File: config.mk
export PLATFORM = sky130hd
export DESIGN_NAME = cxl_get_requester_flat
export DESIGN_NICKNAME = d
export VERILOG_FILES = /design/src/rtl/cxl_pkg.sv /design/src/rtl/cxl_get_requester_if.sv /design/src/rtl/cxl_req_timer.sv /design/src/rtl/cxl_get_requester.sv /design/src/flat_wrapper.sv
export SDC_FILE = /design/constraint.sdc
export NUM_CORES = 1
export LEC_CHECK = 0
export BUFFER_PORTS_ARGS = -buffer_cell sky130_fd_sc_hd__buf_2
export CAP_MARGIN = 40
export CORE_MARGIN = 1
export CORE_UTILIZATION = 55
export DETAILED_ROUTE_END_ITERATION = 16
export GPL_ROUTABILITY_DRIVEN = 1
export PLACE_DENSITY = 0.82
export SYNTH_ARGS = -nofsm -noshare
export SYNTH_HDL_FRONTEND = slang
export SYNTH_SLANG_ARGS = --single-unit
File: constraint.sdc
create_clock -name clk -period 3.8 [get_ports clk]
set_input_delay 0.38 -clock clk [delete_from_list [all_inputs] [get_ports clk]]
set_output_delay 0.38 -clock clk [all_outputs]
set_load 0.01 [all_outputs]
File: src/rtl/cxl_pkg.sv
// ---------------------------------------------------------------------------
// cxl_pkg -- types shared by the get_Cxl requester and responder.
//   client_id_t  : 5-bit requesting client
//   amount_t     : 32-bit requested amount
//   req_state_t  : requester FSM state encoding
//   sat_inc16    : 16-bit saturating increment used by the statistics
//                  counters (present only with CXL_REQ_STATS_EN)
// ---------------------------------------------------------------------------
package cxl_pkg;

  typedef logic [4:0]  client_id_t;
  typedef logic [31:0] amount_t;

  typedef enum logic [1:0] {
    ST_IDLE    = 2'd0,
    ST_REQ     = 2'd1,
    ST_BACKOFF = 2'd2,
    ST_DONE    = 2'd3
  } req_state_t;

  localparam int STAT_W = 16;

  function automatic logic [STAT_W-1:0] sat_inc16(input logic [STAT_W-1:0] v);
    return (v == {STAT_W{1'b1}}) ? v : v + 1'b1;
  endfunction

endpackage

File: src/rtl/cxl_get_requester_if.sv
// ---------------------------------------------------------------------------
// cxl_get_requester_if -- command / request / completion bundle of the
// get_Cxl requester.
//   cmd_*   : upstream command handshake (cmd_valid / cmd_ready)
//   req_*   : request toward the get_Cxl responder, ack returns
//   done_*  : one-cycle completion report
// Modports:
//   master : the requester's view (drives cmd_ready, request and done)
//   slave  : the surrounding logic's view (drives command and ack)
// ---------------------------------------------------------------------------
interface cxl_get_requester_if;
  import cxl_pkg::*;

  logic       cmd_valid;
  logic       cmd_ready;
  client_id_t cmd_client_id;
  amount_t    cmd_amount;

  logic       req_valid;
  client_id_t client_id;
  amount_t    amount;
  logic       ack;

  logic       done_valid;
  logic       done_ok;
  client_id_t done_client_id;

  modport master (
    input  cmd_valid, cmd_client_id, cmd_amount, ack,
    output cmd_ready, req_valid, client_id, amount,
           done_valid, done_ok, done_client_id
  );

  modport slave (
    output cmd_valid, cmd_client_id, cmd_amount, ack,
    input  cmd_ready, req_valid, client_id, amount,
           done_valid, done_ok, done_client_id
  );

endinterface

File: src/rtl/cxl_req_timer.sv
// ---------------------------------------------------------------------------
// cxl_req_timer -- per-attempt timeout and attempt counting.
//   clk, rst          : clock, synchronous active-high reset
//   clear             : restart both counters (new command accepted)
//   enable            : an attempt is running with no ack this cycle
//   expired           : the current attempt ends this cycle unanswered
//   retries_exhausted : this expiry is the last allowed attempt
// The timeout counter self-clears on expiry, so the attempt after the
// backoff cycle starts from zero without extra control.
// ---------------------------------------------------------------------------
module cxl_req_timer #(
  parameter int TIMEOUT_CYCLES = 16,
  parameter int MAX_RETRY      = 3
) (
  input  logic clk,
  input  logic rst,
  input  logic clear,
  input  logic enable,
  output logic expired,
  output logic retries_exhausted
);

  localparam logic [15:0] TMO_LAST = 16'(TIMEOUT_CYCLES - 1);
  localparam logic [3:0]  RTY_LAST = 4'(MAX_RETRY - 1);

  logic [15:0] tmo_q;
  logic [3:0]  rty_q;

  // enable is already gated by ack, so an ack on the last cycle never expires
  assign expired           = enable && (tmo_q == TMO_LAST);
  assign retries_exhausted = expired && (rty_q == RTY_LAST);

  always_ff @(posedge clk) begin
    if (rst || clear) begin
      tmo_q <= '0;
      rty_q <= '0;
    end else if (expired) begin
      tmo_q <= '0;
      rty_q <= rty_q + 4'd1;
    end else if (enable) begin
      tmo_q <= tmo_q + 16'd1;
    end
  end

endmodule

File: src/rtl/cxl_get_requester.sv
// ---------------------------------------------------------------------------
// cxl_get_requester -- accepts one get command at a time, presents it to the
// get_Cxl responder with timeout/retry, and reports a one-cycle completion.
//   clk, rst : clock, synchronous active-high reset
//   bus      : cxl_get_requester_if.master (command, request, completion)
// Optional build macro CXL_REQ_STATS_EN adds:
//   stat_ok_cnt, stat_fail_cnt, stat_retry_cnt : saturating 16-bit counts of
//   successful dones, failed dones and backoff entries.
// All bus outputs are registered in the FSM. A zero-amount command
// completes successfully without ever presenting a request.
// ---------------------------------------------------------------------------
module cxl_get_requester
  import cxl_pkg::*;
#(
  parameter int TIMEOUT_CYCLES = 16,
  parameter int MAX_RETRY      = 3
) (
  input  logic                    clk,
  input  logic                    rst,
  cxl_get_requester_if.master     bus
`ifdef CXL_REQ_STATS_EN
  ,
  output logic [STAT_W-1:0]       stat_ok_cnt,
  output logic [STAT_W-1:0]       stat_fail_cnt,
  output logic [STAT_W-1:0]       stat_retry_cnt
`endif
);

  req_state_t state_q;
  logic       cmd_ready_q;
  logic       req_valid_q;
  client_id_t client_id_q;
  amount_t    amount_q;
  logic       done_valid_q;
  logic       done_ok_q;
  client_id_t done_cid_q;

  logic accept, zero_amt, got_ack, expired, exhausted;

  // cmd_ready_q is 0 in the first IDLE cycle after reset, so it gates accept
  assign accept   = (state_q == ST_IDLE) && cmd_ready_q && bus.cmd_valid;
  assign zero_amt = (bus.cmd_amount == '0);
  assign got_ack  = (state_q == ST_REQ) && bus.ack;

  cxl_req_timer #(
    .TIMEOUT_CYCLES (TIMEOUT_CYCLES),
    .MAX_RETRY      (MAX_RETRY)
  ) u_timer (
    .clk               (clk),
    .rst               (rst),
    .clear             (accept),
    .enable            ((state_q == ST_REQ) && !bus.ack),
    .expired           (expired),
    .retries_exhausted (exhausted)
  );

  always_ff @(posedge clk) begin
    if (rst) begin
      state_q      <= ST_IDLE;
      cmd_ready_q  <= 1'b0;
      req_valid_q  <= 1'b0;
      client_id_q  <= '0;
      amount_q     <= '0;
      done_valid_q <= 1'b0;
      done_ok_q    <= 1'b0;
      done_cid_q   <= '0;
    end else begin
      done_valid_q <= 1'b0;
      case (state_q)
        ST_IDLE: begin
          cmd_ready_q <= 1'b1;
          if (accept) begin
            cmd_ready_q <= 1'b0;
            client_id_q <= bus.cmd_client_id;
            amount_q    <= bus.cmd_amount;
            if (zero_amt) begin
              state_q      <= ST_DONE;
              done_valid_q <= 1'b1;
              done_ok_q    <= 1'b1;
              done_cid_q   <= bus.cmd_client_id;
            end else begin
              state_q     <= ST_REQ;
              req_valid_q <= 1'b1;
            end
          end
        end
        ST_REQ: begin
          if (got_ack) begin
            state_q      <= ST_DONE;
            req_valid_q  <= 1'b0;
            done_valid_q <= 1'b1;
            done_ok_q    <= 1'b1;
            done_cid_q   <= client_id_q;
          end else if (expired) begin
            req_valid_q <= 1'b0;
            if (exhausted) begin
              state_q      <= ST_DONE;
              done_valid_q <= 1'b1;
              done_ok_q    <= 1'b0;
              done_cid_q   <= client_id_q;
            end else begin
              state_q <= ST_BACKOFF;
            end
          end
        end
        ST_BACKOFF: begin
          state_q     <= ST_REQ;
          req_valid_q <= 1'b1;
        end
        default: begin
          state_q     <= ST_IDLE;
          cmd_ready_q <= 1'b1;
        end
      endcase
    end
  end

  assign bus.cmd_ready      = cmd_ready_q;
  assign bus.req_valid      = req_valid_q;
  assign bus.client_id      = client_id_q;
  assign bus.amount         = amount_q;
  assign bus.done_valid     = done_valid_q;
  assign bus.done_ok        = done_ok_q;
  assign bus.done_client_id = done_cid_q;

`ifdef CXL_REQ_STATS_EN
  logic [STAT_W-1:0] ok_cnt_q, fail_cnt_q, rty_cnt_q;

  always_ff @(posedge clk) begin
    if (rst) begin
      ok_cnt_q   <= '0;
      fail_cnt_q <= '0;
      rty_cnt_q  <= '0;
    end else begin
      if ((accept && zero_amt) || got_ack) ok_cnt_q   <= sat_inc16(ok_cnt_q);
      if (exhausted)                       fail_cnt_q <= sat_inc16(fail_cnt_q);
      if (expired && !exhausted)           rty_cnt_q  <= sat_inc16(rty_cnt_q);
    end
  end

  assign stat_ok_cnt    = ok_cnt_q;
  assign stat_fail_cnt  = fail_cnt_q;
  assign stat_retry_cnt = rty_cnt_q;
`endif

endmodule

File: src/flat_wrapper.sv
// flat-port wrapper written by rule: the top's interface ports become plain ports
module cxl_get_requester_flat import cxl_pkg::*;
#(
  parameter int TIMEOUT_CYCLES = 16,
  parameter int MAX_RETRY      = 3
)
  (clk, rst, bus_cmd_valid, bus_cmd_client_id, bus_cmd_amount, bus_ack, bus_cmd_ready, bus_req_valid, bus_client_id, bus_amount, bus_done_valid, bus_done_ok, bus_done_client_id);
  cxl_get_requester_if bus_i ();
  input  logic clk;
  input  logic rst;
  input wire logic [$bits(bus_i.cmd_valid)-1:0] bus_cmd_valid;
  input wire logic [$bits(bus_i.cmd_client_id)-1:0] bus_cmd_client_id;
  input wire logic [$bits(bus_i.cmd_amount)-1:0] bus_cmd_amount;
  input wire logic [$bits(bus_i.ack)-1:0] bus_ack;
  output wire logic [$bits(bus_i.cmd_ready)-1:0] bus_cmd_ready;
  output wire logic [$bits(bus_i.req_valid)-1:0] bus_req_valid;
  output wire logic [$bits(bus_i.client_id)-1:0] bus_client_id;
  output wire logic [$bits(bus_i.amount)-1:0] bus_amount;
  output wire logic [$bits(bus_i.done_valid)-1:0] bus_done_valid;
  output wire logic [$bits(bus_i.done_ok)-1:0] bus_done_ok;
  output wire logic [$bits(bus_i.done_client_id)-1:0] bus_done_client_id;
  assign bus_i.cmd_valid = bus_cmd_valid;
  assign bus_i.cmd_client_id = bus_cmd_client_id;
  assign bus_i.cmd_amount = bus_cmd_amount;
  assign bus_i.ack = bus_ack;
  assign bus_cmd_ready = bus_i.cmd_ready;
  assign bus_req_valid = bus_i.req_valid;
  assign bus_client_id = bus_i.client_id;
  assign bus_amount = bus_i.amount;
  assign bus_done_valid = bus_i.done_valid;
  assign bus_done_ok = bus_i.done_ok;
  assign bus_done_client_id = bus_i.done_client_id;
  cxl_get_requester #(.TIMEOUT_CYCLES(TIMEOUT_CYCLES), .MAX_RETRY(MAX_RETRY)) u_core (.clk(clk), .rst(rst), .bus(bus_i));
endmodule
**After elaboration in Yosys (flattened, before gate mapping)**

Cells that the tools add are included.

- Register bits after elaboration: 68
- Input port bits: 41
- Output and inout bits: 46
- Logic and storage cells: 70

- Add/sub/neg operators: 2
- Equality and inequality tests: 9
- Muxes and demuxes: 31
- Reductions and logical operators: 18

Operators with widths:

| operator | number |
|---|---|
| 32-bit zero test | 1 |
| 5-bit two-way mux | 5 |
| 16-bit by 1-bit adder with 16-bit output (second input constant) | 1 |
| 16-bit by 4-bit == test with 1-bit output (second input constant) | 1 |
| 1-bit two-way mux | 16 |
| 5-bit one-hot mux with 2 select lines | 1 |
| 2-bit two-way mux | 4 |
| 1-bit logical AND | 6 |
| 1-bit one-hot mux with 2 select lines | 3 |
| 2-bit one-hot mux with 3 select lines | 1 |
| 5-bit AND reduction | 1 |
| 4-bit by 1-bit adder with 4-bit output (second input constant) | 1 |
| 4-bit by 2-bit == test with 1-bit output (second input constant) | 1 |
| 2-bit != test (second input constant) | 2 |
| 2-bit AND reduction | 2 |
| 4-bit AND reduction | 1 |
| 2-bit OR reduction | 2 |
| 3-bit by 1-bit != test with 1-bit output (second input constant) | 1 |
| 3-bit by 2-bit != test with 1-bit output (second input constant) | 1 |
| 1-bit one-hot mux with 3 select lines | 1 |
| 3-bit nonzero test | 1 |
| 2-bit by 1-bit == test with 1-bit output (second input constant) | 1 |
| 2-bit == test (second input constant) | 1 |
| 2-bit zero test | 1 |
| other kinds (4) | 4 |

**Longest topological paths before layout**

- Depth after elaboration: 8
- Depth in mapped cells: 9
- Mapped depth without buffers: 7

**Cells and area by module**

From an unflattened synthesis, not the netlist that was laid out.

- Cell total of the unflattened synthesis: 379
- Area, all modules: 3195.6 µm²

By module, submodules not included:

| module | instances | cells an instance | area each (µm²) | seq. area each (µm²) |
|---|---|---|---|---|
| cxl_get_requester | 1 | 276 | 2252.2 | 960.9 |
| cxl_req_timer | 1 | 103 | 943.4 | 400.4 |

**Worst setup path after synthesis**

Ideal clock, no wire load.

- Path kind: reg2reg
- Start: register u_core.state_q[1]
- End: register u_core.done_cid_q[0], in the netlist u_core.bus.done_client_id[0]
- Setup time: 59 ps
- Arrival time: 1903 ps
- Data required time: 3741 ps
- Slack: 1837 ps
- Stages on the path, launching flop included: 10
- Buffers on the path: 2
- Clock period less this slack: 1963 ps
- Cells stage by stage: dfxtp_1 inv_1 ha_1 nor2b_1 clkbuf_1 and2_1 buf_6 a2111oi_1 and3_1 a221o_1

- Longest elaborated chain between the ends: 6
- Elaborated cells on any way between the ends: 16
- Those cells by class: eq/ne (5); mux (2); reduce/logical (9)

Ends and longest elaborated chain:

| item | line | RTL |
|---|---|---|
| start, declared | cxl_get_requester.sv:29 | `req_state_t state_q;` |
| start signal, assigned | cxl_get_requester.sv:59 | `state_q <= ST_IDLE;` |
| start signal, assigned | cxl_get_requester.sv:77 | `state_q <= ST_DONE;` |
| start signal, assigned | cxl_get_requester.sv:82 | `state_q <= ST_REQ;` |
| 2-bit by 1-bit == test with 1-bit output | cxl_get_requester.sv:43, cxl_get_requester.sv:52, cxl_get_requester.sv:69 |  |
| 1-bit logical AND | cxl_get_requester.sv:52 | `.enable ((state_q == ST_REQ) && !bus.ack),` |
| 1-bit logical AND | cxl_req_timer.sv:30 | `assign expired = enable && (tmo_q == TMO_LAST);` |
| 1-bit logical AND | cxl_req_timer.sv:31 | `assign retries_exhausted = expired && (rty_q == RTY_LAST);` |
| 3-bit by 1-bit != test with 1-bit output (no source line) | n/a |  |
| 5-bit AND reduction (no source line) | n/a |  |
| end signal, assigned | cxl_get_requester.sv:80 | `done_cid_q <= bus.cmd_client_id;` |
| end signal, assigned | cxl_get_requester.sv:93 | `done_cid_q <= client_id_q;` |
| end signal, assigned | cxl_get_requester.sv:100 | `done_cid_q <= client_id_q;` |
| end, declared | cxl_get_requester.sv:36 | `client_id_t done_cid_q;` |

Parallel ways exist; a longest one is shown, timed or not.
A chain may end at the register's enable or synchronous reset.

**Final worst setup path**

- Start: register u_core.state_q[1]
- End: register u_core.done_cid_q[2], in the netlist u_core.bus.done_client_id[2]

The elaborated chain is that of the path after synthesis.

==> impl_results.md <==
- Switch share: 0.315
- Ys flop type: dfxtp_1
- Top post-synthesis cells by area: dfxtp_1, nand2_1, a21oi_1
- Fill count: ~420
- H-tree depth: 3
- Worst Setup Start Kind: flip-flop
- Layout cells sized above 1: 0.255
- I/O Pins: 87
- Rows: 26
- CP Capture Point: u_core.bus.done_client_id[2]
- Syn. warnings: 0
- GRT Residual Overflow: 0
- Critical Path RT: about 4000 ps
- Fmax: between 300 and 400 MHz
- Syn_area_per_cell: 8.37 um2
- DR vias: roughly 2700
- Clk buf depth: 2
- Hold WC Path Type: input pin to flip-flop
- Max stage delay on crit path: roughly 530 ps
- First-pass GRT wire length: around 10000 um
- Total stage count of the critical path: 7
- Total chip power: around 2.0 mW
- Number of clock sinks: between 60 and 70
- Final #Nets: about 480
- Slew headroom: 0.554
- Max VDD drop: about 0.0003 V
- DR DRC count: 0
- Total Wirelength: roughly 6600 um
- CTS root buf: clkbuf_8
- Data arrival, critical path: approximately 2800 ps
- CP max FO: 12
- Reg-to-reg startpoint: u_core.state_q[1]
- Power per cell area: 560 nW/um2
- Initial Util: 0.572
- Vias/cell: between 5 and 6
- Flop pwr share: 0.414
- Count of cell types in the netlist: between 40 and 50
- Routed wire per std cell: 13.0 um
- Post-route ant nets: 0
- Final setup fails: 0
- Hold_ws: between 200 and 300 ps
- # diodes: 0
- Antenna violations before repair: 0
- Placed Cells incl. Taps: 489
- Seq/Total Area, Yosys: 0.466
- Most common cell after layout, fill and taps aside: buf_2
- Critical path launch point: u_core.state_q[1]
- Crit. End Element: flip-flop
- Comb pwr share: 0.248
- Final Hold Viols: 0
- R2r setup slk: roughly 1300 ps
- Pin count of the biggest net entering global routing: 44
- Syn nets: just under 400
- Net Switching: roughly 0.64 mW
- HPWL Detailed: between 4000 and 5000 um
- #FFs+latches synth: between 60 and 70
- Leak Pwr: around 1.5 nW
- Int Power: ~1.4 mW
- Initial DRC Count: about 110
- Post-route setup slack: around 1300 ps
- CTS tree: done
- Total track usage: 0.246
- Placed cell areas: 3370 um2
- Clk_lat worst skew: ~340 ps
- RSZ-0062 raised after global routing: no
- CP bufs+invs: 1
- Most frequent cells in the layout: buf_2, nand2_1, dfxtp_1, a21oi_1, nor2_1
- Delay-heaviest family, CP: simple AND/OR/NAND/NOR gates
- Cells after synthesis: ~350
- Clock skew: ~9.1 ps
- Number of max-cap violations: 0
- Outcome: finished clean
- Die width: about 75 um
- Clk pin slew, worst setup/hold paths: roughly 80 ps
- FF-to-FF End: u_core.bus.done_client_id[2]
- Vias in the first global route: 2447
- Die Span Y: between 70 and 80 um
- Routability cong.: 0.805
- EDFF count, synth: 0
- Worst Hold Depth: 3
- CTS-repair resized insts: 0
- Post-CTS setup repair buffer count: 0
- Layout area overhead: 23.6%
- Die ar.: approximately 5600 um2
- WS Path Type: flip-flop to flip-flop
- Max Slew Vio Count: 0
- Max stage delay cell, worst path: nor2b_1
- Crit-path cells: inv_1 -> ha_1 -> nor2b_1 -> and2_1 -> a2111oi_1 -> and3_1 -> a221o_1
- Drt pass-1 iters: 5
- Fin crit share: 0.667
- Fin util: 0.707
- Core area: between 5000 and 6000 um2
- Period minus WS final: 2530 ps
- Pre-CTS setup slack: approximately 1300 ps
- Cts hold-fix bufs: 0
- Hold Crit Start: bus_cmd_amount[27]
- Finished Layout Cells: 505
- Post-synth ARST share: 0
- Port-buffer cells: 86
- Part of the power in the clock network: 0.339
- Setup TNS: 0 ps
- Share of the synthesized area in the top cell type: 0.466
- Total CTS buffers: 9
- Synth Cell Area: 2920 um2
- Worst slew pin tran: 667 ps
- Worst reg2reg path depth: 7
- Synth area leader: dfxtp_1
- Design area: ~3600 um2
registers in the layout, summed over array words and instances, names as in the netlist:
| register | cells |
|---|---|
| u_core.u_timer.rty_q | 4 |
| u_core.bus.req_valid | 1 |
| u_core.bus.amount | 32 |
| u_core.u_timer.tmo_q | 16 |
| u_core.bus.client_id | 5 |
| u_core.bus.done_ok | 1 |
| u_core.bus.cmd_ready | 1 |
| u_core.bus.done_valid | 1 |
| u_core.state_q | 2 |
| u_core.bus.done_client_id | 5 |
how the worst min path moves through the flow:
stage,to,slack [ps]
after floorplan,u_core.u_timer.tmo_q[1],450
final,u_core.bus.amount[27],280
after detailed placement,u_core.bus.amount[12],440
after CTS,u_core.bus.amount[17],260
after global placement,u_core.bus.amount[15],440
after global routing,u_core.bus.amount[10],260
tightest hold or removal path: stages:
cell     delay, ps
buf_2          100
nand2_1         50
a21oi_1         50
power by group through the flow:
stage / sequential [mW] / combinational (mW) / clock (mW)
after CTS: 0.835 / 0.500 / 0.702
after detailed placement: 0.850 / 0.498 / 0
final: 0.836 / 0.501 / 0.684
after global placement: 0.845 / 0.487 / 0
after global routing: 0.847 / 0.562 / 0.726
after floorplan: 0.878 / 0.327 / 0
final cells by class:
cell class                 count  area [um2]  area share
sequential                    68        1360       0.377
clock buffer                  11         151      0.0419
tap                           70        87.6      0.0243
multi-input combinational    253        1440       0.399
clock inverter                 5        83.8      0.0232
inverter                       9        33.8     0.00936
timing repair buffer          89         453       0.125
logic make-up (layout without fill, tap and decap cells):
| kind of cell | count (synthesis) | in the layout | share of synthesized area |
|---|---|---|---|
| flip-flops | 68 | 68 | 0.466 |
| XOR/XNOR | 18 | 18 | 0.0540 |
| multiplexers | 7 | 7 | 0.0266 |
| buffers and inverters | 28 | 114 | 0.0411 |
| AND/OR/NAND/NOR | 163 | 163 | 0.261 |
| AO/OA/AOI/OAI | 58 | 58 | 0.121 |
| adder cells (fa/ha/maj) | 7 | 7 | 0.0300 |
Yosys cell counts (4+ instances only):
master,count
and3_1,5
ha_1,7
dfxtp_1,68
nor4_1,10
nand3_1,8
xor2_1,4
clkbuf_1,12
mux2_2,5
inv_1,9
nand2_1,81
or3_1,5
nor2_1,27
a21oi_1,41
xnor2_1,14
nor3_1,11
a221o_1,4
per-layer routing:
metal  vias to the layer above  GRT usage  share of wire
li1                       1359          -              -
met1                      1264      0.283           0.45
met2                        71      0.403           0.48
met3                        11      0.103          0.058
met4                         0     0.0985          0.014
met5                         -          0              0
(Power assumes the default switching activity.)
